`config.mk`:
```
export PLATFORM = sky130hd
export DESIGN_NAME = reg_file_access_ctrl
export DESIGN_NICKNAME = d
export VERILOG_FILES = /design/src/rtl/reg_file_pkg.sv /design/src/rtl/reg_file_access_ctrl.sv
export SDC_FILE = /design/constraint.sdc
export NUM_CORES = 1
export LEC_CHECK = 0
export CAP_MARGIN = 20
export CORE_ASPECT_RATIO = 1.2
export CORE_UTILIZATION = 35
export DETAILED_ROUTE_END_ITERATION = 16
export PLACE_DENSITY_LB_ADDON = 0.25
export SLEW_MARGIN = 20
export SYNTH_ARGS = -nofsm -noshare
export SYNTH_HDL_FRONTEND = slang
export SYNTH_SLANG_ARGS = --single-unit
```
`constraint.sdc`:
```
create_clock -name clk -period 3.3 [get_ports clk]
set_input_delay 0.495 -clock clk [delete_from_list [all_inputs] [get_ports clk]]
set_output_delay 0.495 -clock clk [all_outputs]
set_load 0.01 [all_outputs]
```
`src/rtl/reg_file_pkg.sv`:
```
// Shared types for the register-file access path: access FSM encoding and default memory latency.
package reg_file_pkg;

  typedef enum logic [1:0] {
    IDLE    = 2'd0,
    ACCESS  = 2'd1,
    RD_WAIT = 2'd2,
    RESP    = 2'd3
  } reg_file_acc_state_t;

  localparam int REG_FILE_RD_LATENCY_DEFAULT = 1;

endpackage

```
`src/rtl/reg_file_access_ctrl.sv`:
```
// Request/response front end for reg_file_memory port A: one outstanding access,
// address range check, single-cycle memory strobe, registered response channel.
module reg_file_access_ctrl
  import reg_file_pkg::*;
#(
  parameter int DATA_WIDTH   = 32,
  parameter int ADDR_WIDTH   = 8,
  parameter int NUM_REGS     = 16,
  parameter int READ_LATENCY = REG_FILE_RD_LATENCY_DEFAULT
) (
  input  logic                    clk,
  input  logic                    rst_n,
  input  logic                    req_valid,
  output logic                    req_ready,
  input  logic                    req_we,
  input  logic [ADDR_WIDTH-1:0]   req_addr,
  input  logic [DATA_WIDTH-1:0]   req_wdata,
  input  logic [DATA_WIDTH/8-1:0] req_wstrb,
  output logic                    rsp_valid,
  input  logic                    rsp_ready,
  output logic [DATA_WIDTH-1:0]   rsp_rdata,
  output logic                    rsp_err,
  output logic                    mem_en,
  output logic                    mem_we,
  output logic [ADDR_WIDTH-1:0]   mem_addr,
  output logic [DATA_WIDTH-1:0]   mem_wdata,
  output logic [DATA_WIDTH/8-1:0] mem_wstrb,
  input  logic [DATA_WIDTH-1:0]   mem_rdata
);

  localparam int STRB_WIDTH = DATA_WIDTH / 8;
  localparam int CNT_WIDTH  = $clog2(READ_LATENCY + 1);
  // One extra bit so NUM_REGS == 2**ADDR_WIDTH is representable and never flags an error.
  localparam logic [ADDR_WIDTH:0] NUM_REGS_EXT = (ADDR_WIDTH + 1)'(NUM_REGS);
  localparam logic [CNT_WIDTH-1:0] CNT_LOAD    = CNT_WIDTH'(READ_LATENCY - 1);

  if (READ_LATENCY < 1) begin : g_bad_read_latency
    $error("reg_file_access_ctrl: READ_LATENCY must be >= 1");
  end
  if ((DATA_WIDTH % 8) != 0) begin : g_bad_data_width
    $error("reg_file_access_ctrl: DATA_WIDTH must be a multiple of 8");
  end
  if (NUM_REGS > (2 ** ADDR_WIDTH)) begin : g_bad_num_regs
    $error("reg_file_access_ctrl: NUM_REGS exceeds the address space");
  end

  reg_file_acc_state_t state_q, state_d;
  logic [CNT_WIDTH-1:0]  cnt_q, cnt_d;
  logic                  we_q, we_d;
  logic                  req_ready_q, req_ready_d;
  logic                  rsp_valid_q, rsp_valid_d;
  logic [DATA_WIDTH-1:0] rsp_rdata_q, rsp_rdata_d;
  logic                  rsp_err_q, rsp_err_d;
  logic                  mem_en_q, mem_en_d;
  logic                  mem_we_q, mem_we_d;
  logic [ADDR_WIDTH-1:0] mem_addr_q, mem_addr_d;
  logic [DATA_WIDTH-1:0] mem_wdata_q, mem_wdata_d;
  logic [STRB_WIDTH-1:0] mem_wstrb_q, mem_wstrb_d;

  logic addr_oob;
  logic req_fire;

  assign addr_oob = ({1'b0, req_addr} >= NUM_REGS_EXT);
  assign req_fire = req_valid && req_ready_q;

  always_comb begin
    state_d     = state_q;
    cnt_d       = cnt_q;
    we_d        = we_q;
    req_ready_d = 1'b0;
    rsp_valid_d = rsp_valid_q;
    rsp_rdata_d = rsp_rdata_q;
    rsp_err_d   = rsp_err_q;
    mem_en_d    = 1'b0;
    mem_we_d    = 1'b0;
    mem_addr_d  = mem_addr_q;
    mem_wdata_d = mem_wdata_q;
    mem_wstrb_d = mem_wstrb_q;

    unique case (state_q)
      IDLE: begin
        req_ready_d = 1'b1;
        if (req_fire) begin
          req_ready_d = 1'b0;
          if (addr_oob) begin
            state_d     = RESP;
            rsp_valid_d = 1'b1;
            rsp_err_d   = 1'b1;
            rsp_rdata_d = '0;
          end else begin
            state_d     = ACCESS;
            we_d        = req_we;
            mem_en_d    = 1'b1;
            mem_we_d    = req_we;
            mem_addr_d  = req_addr;
            mem_wdata_d = req_wdata;
            mem_wstrb_d = req_we ? req_wstrb : '0;
          end
        end
      end

      ACCESS: begin
        if (we_q) begin
          state_d     = RESP;
          rsp_valid_d = 1'b1;
          rsp_err_d   = 1'b0;
          rsp_rdata_d = '0;
        end else begin
          state_d = RD_WAIT;
          cnt_d   = CNT_LOAD;
        end
      end

      // Counter hits zero in the cycle mem_rdata becomes valid.
      RD_WAIT: begin
        if (cnt_q == '0) begin
          state_d     = RESP;
          rsp_valid_d = 1'b1;
          rsp_err_d   = 1'b0;
          rsp_rdata_d = mem_rdata;
        end else begin
          cnt_d = cnt_q - 1'b1;
        end
      end

      RESP: begin
        if (rsp_ready) begin
          state_d     = IDLE;
          req_ready_d = 1'b1;
          rsp_valid_d = 1'b0;
          rsp_err_d   = 1'b0;
          rsp_rdata_d = '0;
        end
      end

      default: begin
        state_d = IDLE;
      end
    endcase
  end

  always_ff @(posedge clk or negedge rst_n) begin
    if (!rst_n) begin
      state_q     <= IDLE;
      cnt_q       <= '0;
      we_q        <= 1'b0;
      req_ready_q <= 1'b0;
      rsp_valid_q <= 1'b0;
      rsp_rdata_q <= '0;
      rsp_err_q   <= 1'b0;
      mem_en_q    <= 1'b0;
      mem_we_q    <= 1'b0;
      mem_addr_q  <= '0;
      mem_wdata_q <= '0;
      mem_wstrb_q <= '0;
    end else begin
      state_q     <= state_d;
      cnt_q       <= cnt_d;
      we_q        <= we_d;
      req_ready_q <= req_ready_d;
      rsp_valid_q <= rsp_valid_d;
      rsp_rdata_q <= rsp_rdata_d;
      rsp_err_q   <= rsp_err_d;
      mem_en_q    <= mem_en_d;
      mem_we_q    <= mem_we_d;
      mem_addr_q  <= mem_addr_d;
      mem_wdata_q <= mem_wdata_d;
      mem_wstrb_q <= mem_wstrb_d;
    end
  end

  assign req_ready = req_ready_q;
  assign rsp_valid = rsp_valid_q;
  assign rsp_rdata = rsp_rdata_q;
  assign rsp_err   = rsp_err_q;
  assign mem_en    = mem_en_q;
  assign mem_we    = mem_we_q;
  assign mem_addr  = mem_addr_q;
  assign mem_wdata = mem_wdata_q;
  assign mem_wstrb = mem_wstrb_q;

endmodule

```
# Yosys cells after proc, flatten, opt, wreduce, memory -nomap -nowiden
# Cells that the tools add are included.
[word_totals]
inputBits = 81
word_cells = 65
regBits = 85
[op_classes]
order_cmp = 1
reduce_logical = 7
bitwise = 1
n_eq_ne = 9
muxes = 34
add_sub_neg = 1
[ops]
columns = ["cell", "count"]
rows = [
  ["$mux W32", 5],
  ["$pmux W32 S4", 1],
  ["$mux W1", 18],
  ["$ne A2 B2 Y1 const B", 6],
  ["$ge A8 B5 Y1 const B", 1],
  ["$mux W2", 4],
  ["$pmux W1 S4", 2],
  ["$pmux W2 S4", 1],
  ["$reduce_and A3 Y1", 2],
  ["$reduce_and A5 Y1", 1],
  ["$eq A2 B2 Y1 const B", 2],
  ["$mux W4", 1],
  ["$pmux W1 S2", 2],
  ["$eq A2 B1 Y1 const B", 1],
  ["$logic_not A2 Y1", 1],
  ["$reduce_and A2 Y1", 1],
  ["$reduce_bool A2 Y1", 1],
  ["$logic_and A1 B1 Y1", 1],
  ["$not A1 Y1", 1],
  ["$sub A1 B1 Y1 const B", 1],
]

# Logic depth before layout (Yosys ltp)
# Gate-level depths: netlist (run 1).
[logic_depth]
ltp_word = 4
mapped_depth = 8
mapped_depth_nobuf = 6

# Least setup slack after synthesis (run 1)
# No wires, ideal clock.
[synth_timing]
path_type = "reg2reg"
startpoint = "register state_q[0]"
endpoint = "register rsp_err_q (netlist: rsp_err)"
path_buffers = 1
required_ps = 3175
t_arrival_ps = 1648
path_stages_with_launch = 8
slack_ps = 1528
period_less_slack_ps = 1772
path_cell_list = "dfrtp_1 > inv_1 > ha_1 > a21bo_2 > o21ai_2 > nand3b_1 > buf_4 > mux2_2"
[synth_between]
elab_cells_between_ends = 11
cone_classes = "8 x eq/ne; 1 x mux; 2 x reduce/logical"
[synth_rtl]
columns = ["element", "line", "rtl"]
rows = [
  ["start: declaration", "reg_file_access_ctrl.sv:47", "reg_file_acc_state_t state_q, state_d;"],
  ["start signal: assignment", "reg_file_access_ctrl.sv:157", "state_q <= state_d;"],
  ["$eq A2 B2 Y1 (tied with other cells)", "reg_file_access_ctrl.sv:80", "unique case (state_q)"],
  ["$pmux W1 S4 *", "reg_file_access_ctrl.sv:80", ""],
  ["via rsp_err_d", "reg_file_access_ctrl.sv:53", "logic rsp_err_q, rsp_err_d;"],
  ["end signal: assignment", "reg_file_access_ctrl.sv:163", "rsp_err_q <= rsp_err_d;"],
  ["end: declaration", "reg_file_access_ctrl.sv:53", ""],
]
# The timed path passes the listed nets; every way through them passes the cells marked *.
# A chain may end at the register's enable or synchronous reset.

# Worst setup path in the final report (run 1)
[layout_timing]
startpoint = "register state_q[0]"
endpoint = "register rsp_valid_q (netlist: rsp_valid)"
[layout_between]
elab_chain_cells = 3
elab_cells_between_ends = 11
cone_classes = "8 x eq/ne; 1 x mux; 2 x reduce/logical"
[layout_lines]
columns = ["element", "line", "rtl"]
rows = [
  ["$eq A2 B1 Y1 (tied with other cells)", "reg_file_access_ctrl.sv:80", ""],
  ["$ne A2 B2 Y1 (no source line)", "--", ""],
  ["$reduce_and A5 Y1 (no source line)", "--", ""],
  ["end signal: assignment", "reg_file_access_ctrl.sv:161", "rsp_valid_q <= rsp_valid_d;"],
  ["end: declaration", "reg_file_access_ctrl.sv:51", "logic rsp_valid_q, rsp_valid_d;"],
]
# Several ways; a longest one is shown, not always the timed one.

==> impl_metrics.yaml, run 1 <==
outcome:
  run_status: "finished clean"
synthesis:
  ys_ff_latch: 84
  synth-adder-area-share_pct: 1.397
  synthSimpleGateAreaFrac_pct: 6.390
  synth_top_family_by_area: "multiplexers"
  synth_edf_count: 0
  synthXorXnorAreaFrac_pct: 0
  synth_cell_type_count: 23
  yosys-mux-area-fraction_pct: 24.55
  avgSynthCellArea_um2: 13.17
  synth_warnings: 0
  syn_inst: 272
  ys_seq_area_share_pct: 58.66
  synth_flop_cell: "dfrtp_1"
  synthesis.nets: 357
  synth_area_um2: 3583
  synth-compound-area-share_pct: 2.304
  async_flop_share_pct: 100.0
layout:
  drive_gt1_share_pct: 13.83
  fin_util_pct: 56.06
  final_area_um2: 5583
  area_growth_pct: 55.80
  diodes: 0
  final_cells: 567
  nets: 522
worst_hold_path:
  hold_class: "in -> async"
timing:
  rsz0062_at_grt: "false"
  setup_violations: 0
  slew_headroom_pct: 49.08
  timing.final.crit_period_ns: 2.251
  drv_slew: 0
  setup_tns_ns: 0
  finalCritPeriodShare_pct: 68.21
  max_freq_ghz: 0.4442
  worst_pin_slew_ns: 0.7638
  hold_viol: 0
  fin_skew_ns: 0.004900
route:
  wl_per_cell_um: 13.77
  wirelength_um: 7808
  drc: 0
  viasPerCell: 4.411
  num_vias: 2501
  drtIter0Drc: 60
  dr.pass1.iters: 4
  ant_nets: 0
global_route:
  overflow: 0
  grt_max_degree: 52
  antenna_found_initial: 0
  grt_pass1_vias: 2596
  grt_pass1_wl_um: 12660
  grtUsageTotal_pct: 15.55
cts:
  clkSlewWorstSetupHoldPaths_ns: 0.06
  postCtsSetupBuffers: 0
  root_buffer: "clkbuf_16"
  ctsResizeCount: 0
  cts_hold_buffers: 0
  clk_latency_ns: 0.33
  tritoncts: "built"
  cts_buffers: 9
  clock_sinks: 84
  h-tree-depth: 3
  clk_path_buf_depth: 2
power:
  power.total_uw: 3584
  vdd_drop_max_mv: 0.3580
  power.leakage_uw: 0.002668
  cellPowerDensity_nw_per_um2: 641.9
setup_path:
  crit_arrival_ns: 2.46
  criticalPathCategory: "reg -> reg"
  critPathMaxFanout: 13
  worstPathRequired_ns: 3.51
  setup.worst_path.end_class: "flop"
  cp-start-kind: "flop"
placed_design:
  gp_congestion: 0.7401
  detailed_place_hpwl_um: 5685
  numPortBuffers: 161
  placed_area_um2: 5295
  dp.cells: 552
die:
  die_height_um: 112.8
  rows: 40
  die_w_um: 94.37
  num_io_pins: 162
  start_util_pct: 35.98
  core_area_um2: 9960
  dieArea_um2: 10650
flow_run:
  maxCapViolations: 0
[Yosys cell counts (2+ instances only)]
cell type,count,share of area [%]
clkbuf_1,4,0.42
o21ai_0,6,0.84
and2_1,4,0.70
buf_6,7,2.2
ha_1,4,1.4
mux2i_1,32,8.9
inv_1,37,3.9
a21oi_1,2,0.28
dfrtp_1,84,59
nand2_1,43,4.5
mux2_4,35,15
mux2_2,3,0.94
[worst max-delay path, stage by stage, from the launching register on]
cell and delay, ns:
dfrtp_1 0.40, inv_1 0.13, ha_1 0.33, a21bo_2 0.28, o21ai_2 0.09, nand3b_1 0.25, buf_4 0.29, mux2_2 0.36
[power by group]
| group | total (µW) | switching, µW | internal [µW] |
|---|---|---|---|
| sequential | 1310 | 98.6 | 1210 |
| clock | 968 | 366 | 602 |
| combinational | 1310 | 587 | 719 |
[metrics by stage]
stage	setup WS [ns]	hold WS [ns]
floorplan	1.528	0.1994
global placement	0.8291	0.4607
detailed placement	0.8050	0.4719
CTS	1.040	0.1706
global route	0.9052	0.1894
finish	1.049	0.1582
[per-layer routing]
| metal | global-route usage [%] | share of wire (%) | vias to the layer above |
|---|---|---|---|
| met5 | 0 | 0 | - |
| met4 | 7.692 | 2.0 | 0 |
| met3 | 4.099 | 7.2 | 11 |
| met2 | 24.44 | 48 | 89 |
| met1 | 19.69 | 43 | 1197 |
| li1 | - | - | 1204 |
[registers in the layout, indices dropped and copies added (netlist names)]
register	flops
req_ready	1
rsp_err	1
state_q	2
mem_wstrb	4
mem_we	1
rsp_rdata	32
mem_wdata	32
mem_addr	8
mem_en	1
rsp_valid	1
we_q	1
[area by class of cell]
type / count / area (µm²)
Inverter: 37 / 138.9
Clock inverter: 2 / 35.03
Timing Repair Buffer: 166 / 1647
Fill cell: 870 / 4377
Multi-Input combinational cell: 139 / 1252
Sequential cell: 84 / 2102
Tap cell: 126 / 157.7
Clock buffer: 13 / 250.2
[cells in the final DEF, fill, tap and decap left out, drive strengths merged]
master / instances
bufinv: 1
a2111oi: 1
buf: 6
nand3b: 1
inv: 37
o21ai: 7
clkinv: 1
o21bai: 1
and2: 4
nand2: 43
mux2i: 32
a21bo: 1
clkdlybuf4s50: 160
clkbuf: 13
nor4: 1
a21oi: 2
dfrtp: 84
nand4: 1
a21o: 1
nand2b: 1
mux2: 38
ha: 4
nor2: 1
[kinds of logic (layout without fill, tap and decap cells)]
family,after synthesis,after routing
DFF,84,84
muxes,70,70
and+or+nand+nor,52,52
buffers and inverters,49,218
AOI/OAI and AO/OA,13,13
adders and majority gates,4,4
[worst paths after layout]
| check | startpoint | end | slack, ns | cells past startpoint |
|---|---|---|---|---|
| hold reg to reg | mem_addr[7] | mem_addr[7] | 0.48 | 1 |
| setup / recovery | state_q[0] | rsp_valid | 1.05 | 7 |
| min in group clk | mem_addr[7] | mem_addr[7] | 0.48 | 1 |
| setup reg to reg | state_q[0] | rsp_valid | 1.05 | 7 |
| hold / removal | rst_n | mem_wdata[2] | 0.16 | 1 |
| max in group asynchronous | rst_n | mem_wdata[21] | 2.43 | 2 |
Power figures use the tool's default switching activity.
==> run 2: changes to the inputs <==
Clock period 3.3 ns to 2.2 ns, I/O delays scaled along.
==> impl_metrics.yaml, run 2 (synthesis results as in run 1) <==
cts:
  clk_latency_ns: 0.33
  h-tree-depth: 3
  tritoncts: "built"
  clkSlewWorstSetupHoldPaths_ns: 0.06
  clk_path_buf_depth: 2
  ctsResizeCount: 0
  postCtsSetupBuffers: 0
  clock_sinks: 84
  root_buffer: "clkbuf_16"
  cts_buffers: 9
route:
  drc: 0
  viasPerCell: 4.407
  num_vias: 2512
  drtIter0Drc: 85
  dr.pass1.iters: 4
  wirelength_um: 7828
  ant_nets: 0
  wl_per_cell_um: 13.73
timing:
  rsz0062_at_grt: "false"
  timing.final.crit_period_ns: 1.902
  setup_violations: 0
  max_freq_ghz: 0.5257
  finalCritPeriodShare_pct: 86.47
  worst_pin_slew_ns: 0.5294
  setup_tns_ns: 0
  drv_slew: 0
  slew_headroom_pct: 64.71
  fin_skew_ns: 0.006565
  hold_viol: 0
placed_design:
  placed_area_um2: 5340
  gp_congestion: 0.7349
  detailed_place_hpwl_um: 5544
  numPortBuffers: 161
die:
  die_w_um: 94.37
  die_height_um: 112.8
  num_io_pins: 162
  start_util_pct: 35.98
  dieArea_um2: 10650
  rows: 40
  core_area_um2: 9960
layout:
  final_cell_mix: "clkdlybuf4s50_1 (160), dfrtp_1 (84), nand2_1 (43)"
  nets: 524
  layout_commonest_cell: "clkdlybuf4s50_1"
  final_area_um2: 5683
  drive_gt1_share_pct: 14.19
  area_growth_pct: 58.59
  diodes: 0
global_route:
  use_met3_pct: 5.309
  overflow: 0
  grt_busiest_layer: "met2"
  grtUsageMet2_pct: 23.72
  grt_pass1_wl_um: 12390
  grt_use_met1_pct: 19.12
  grtUsageTotal_pct: 15.13
  grt_pass1_vias: 2588
  antenna_found_initial: 0
  grt_max_degree: 45
setup_path:
  critPathMaxFanout: 32
  setup.worst_path.end_class: "flop"
  r2r_slack_ns: 0.30
  worstPathRequired_ns: 2.44
  cp-start-kind: "flop"
  crit_arrival_ns: 2.15
  criticalPathCategory: "reg -> reg"
power:
  cellPowerDensity_nw_per_um2: 991.5
  vdd_drop_max_mv: 0.5669
  power.leakage_uw: 0.002718
outcome:
  run_status: "finished clean"
flow_run:
  maxCapViolations: 0
worst_hold_path:
  hold_class: "reg -> reg"
==> run 2: cell types whose count changed in the layout (fill, tap and decap cells not counted), sizes merged <==
cell	before	now
bufinv	1	3
buf	6	7
dlygate4sd3	0	1
clkbuf	13	11
clkinv	1	2
==> run 2: through the flow <==
| step | power [µW] | std cells | hold slack, ns | setup slack (ns) | utilization [%] |
|---|---|---|---|---|---|
| 2_1_floorplan | 3187 | 272 | 0.03441 | 0.4277 | - |
| 3_3_place_gp | 3966 | 553 | 0.3447 | 0.09403 | 53.62 |
| 5_1_grt | 5947 | 570 | 0.5110 | 0.1473 | 57.06 |
| 6_report | 5635 | 570 | 0.4810 | 0.2977 | 57.06 |
| 4_1_cts | 5728 | 570 | 0.4907 | 0.2815 | 57.06 |
| 3_5_place_dp | 4014 | 553 | 0.3543 | 0.04039 | 53.62 |
==> run 2: metal layers <==
layer	routed length [µm]	vias to the layer above
met5	0	-
met3	606	7
met2	3790	87
met4	92	0
met1	3338	1208
li1	-	1210
==> run 2: report_power, final <==
group | internal [µW] | total (µW) | leakage, µW | switching (µW)
Combinational | 1110 | 1990 | 0.00141 | 882
Sequential | 1820 | 1970 | 0.00114 | 150
Clock | 1110 | 1680 | 0.000163 | 569
==> run 2: final timing paths <==
check | startpoint | to | cells after the start
hold reg to reg | mem_addr[4] | mem_addr[4] | 1
min in group asynchronous | rst_n | mem_wdata[2] | 2
max in group asynchronous | rst_n | mem_wdata[25] | 3
setup reg to reg | state_q[0] | rsp_rdata[0] | 7
hold / removal | mem_addr[4] | mem_addr[4] | 1
setup / recovery | state_q[0] | rsp_rdata[0] | 7
==> run 2: final cells by class <==
class / count / area, µm²
fill: 827 / 4277
sequential: 84 / 2102
timing repair buffer: 168 / 1702
multi-input combinational: 139 / 1250
clock buffer: 11 / 232.7
tap: 126 / 157.7
inverter: 37 / 138.9
clock inverter: 5 / 100.1
==> run 2: critical path, stage by stage, from the launching register on <==
cell and delay, ns:
dfrtp_1 0.40, inv_1 0.14, ha_1 0.20, a21bo_2 0.24, o21ai_2 0.09, nand3b_1 0.23, buf_12 0.27, mux2i_1 0.23
==> run 2: timing repair <==
item,in CTS,in global routing
hold buffers,1,0
hold endpoints to repair,3,0
setup endpoints to repair,0,0
==> run 3: changes to the inputs <==
==> constraint.sdc (replaced) <==
create_clock -name clk -period 2.2 [get_ports clk]
set_input_delay 0.44 -clock clk [delete_from_list [all_inputs] [get_ports clk]]
set_output_delay 0.44 -clock clk [all_outputs]
set_load 0.01 [all_outputs]
==> impl_metrics.yaml, run 3 (synthesis results as in run 1) <==
route:
  viasPerCell: 4.386
  drc: 0
  drtIter0Drc: 74
  wirelength_um: 7881
  ant_nets: 0
  wl_per_cell_um: 13.83
  dr.pass1.iters: 4
  num_vias: 2500
cts:
  h-tree-depth: 3
  tritoncts: "built"
  clock_sinks: 84
  clk_latency_ns: 0.33
  ctsResizeCount: 0
  clk_path_buf_depth: 2
  clkSlewWorstSetupHoldPaths_ns: 0.06
  root_buffer: "clkbuf_16"
  postCtsSetupBuffers: 0
  cts_hold_buffers: 0
  cts_buffers: 9
die:
  core_area_um2: 9960
  start_util_pct: 35.98
  die_height_um: 112.8
  num_io_pins: 162
  dieArea_um2: 10650
  rows: 40
  die_w_um: 94.37
timing:
  finalCritPeriodShare_pct: 86.09
  setup_violations: 0
  setup_tns_ns: 0
  worst_pin_slew_ns: 0.5432
  hold_viol: 0
  drv_slew: 0
  fin_skew_ns: 0.006090
  max_freq_ghz: 0.5280
  slew_headroom_pct: 63.78
  timing.final.crit_period_ns: 1.894
  rsz0062_at_grt: "false"
global_route:
  grtUsageTotal_pct: 15.54
  grt_pass1_vias: 2613
  overflow: 0
  grt_max_degree: 45
  grt_pass1_wl_um: 12610
  antenna_found_initial: 0
setup_path:
  crit_arrival_ns: 2.14
  cp-start-kind: "flop"
  setup.worst_path.end_class: "flop"
  worstPathRequired_ns: 2.45
  critPathMaxFanout: 32
  criticalPathCategory: "reg -> reg"
layout:
  diodes: 0
  nFillCells: 849
  final_cell_mix: "clkdlybuf4s50_1 (160), dfrtp_1 (84), nand2_1 (43)"
  layout_commonest_cell: "clkdlybuf4s50_1"
  fin_util_pct: 56.90
  nets: 524
  drive_gt1_share_pct: 14.41
  area_growth_pct: 58.14
placed_design:
  gp_congestion: 0.7508
  numPortBuffers: 161
  detailed_place_hpwl_um: 5596
flow_run:
  maxCapViolations: 0
power:
  power.total_uw: 5562
  cellPowerDensity_nw_per_um2: 981.5
  vdd_drop_max_mv: 0.6518
  power.leakage_uw: 0.002709
worst_hold_path:
  hold_class: "in -> async"
outcome:
  run_status: "finished clean"
-- run 3: cell count changes in the layout (fill, tap and decap cells not counted), sizes merged --
cell | before | now
buf | 7 | 8
bufinv | 3 | 2
clkbuf | 11 | 12
clkinv | 2 | 1
clkinvlp | 0 | 1
dlygate4sd3 | 1 | 0
-- run 3: worst max-delay path, stage by stage, from the launching register on --
cell      delay [ns]
dfrtp_1         0.40
inv_1           0.13
ha_1            0.18
a21bo_2         0.24
o21ai_2         0.09
nand3b_1        0.24
buf_12          0.28
mux2i_1         0.22
-- run 3: routing by layer --
layer	global-route usage, %	up-vias	wire length [µm]
li1	-	1204	-
met1	18.32	1195	3360
met2	25.02	89	3778
met3	4.906	12	583
met4	8.308	0	160
met5	0	-	0
-- run 3: layout make-up --
type,instances,area [µm²],area share [%]
clock buffer,12,246.5,4.350
timing repair buffer,168,1699,29.98
inverter,37,138.9,2.451
clock inverter,4,72.57,1.281
sequential,84,2102,37.09
multi-input combinational,139,1250,22.06
tap,126,157.7,2.782
-- run 3: per-stage QoR --
step,std cells,hold WS [ns],instance area [µm²],setup slack (ns)
finish,570,0.09141,5667,0.3059
global route,570,0.1209,5667,0.1922
CTS,570,0.1050,5667,0.2993
detailed placement,554,0.4636,5348,0.02537
global placement,554,0.4560,5348,0.08739
floorplan,272,0.1444,3583,0.4277
-- run 3: power breakdown --
group	switching (µW)	leakage, µW	internal [µW]
Clock	581	0.000153	1020
Combinational	882	0.00141	1110
Sequential	148	0.00114	1820
Total	1610	0.00271	3950
-- run 3: path summary, 6_finish.rpt --
path                               from            end  slack [ns]  cells after the start
max                          state_q[0]  rsp_rdata[29]        0.31                      7
min                               rst_n   mem_wdata[2]        0.09                      1
max reg2reg                  state_q[0]  rsp_rdata[29]        0.31                      7
min reg2reg                mem_wstrb[2]   mem_wstrb[2]        0.49                      2
max in group asynchronous         rst_n  mem_wdata[18]        1.49                      2
min in group clk           mem_wstrb[2]   mem_wstrb[2]        0.49                      2
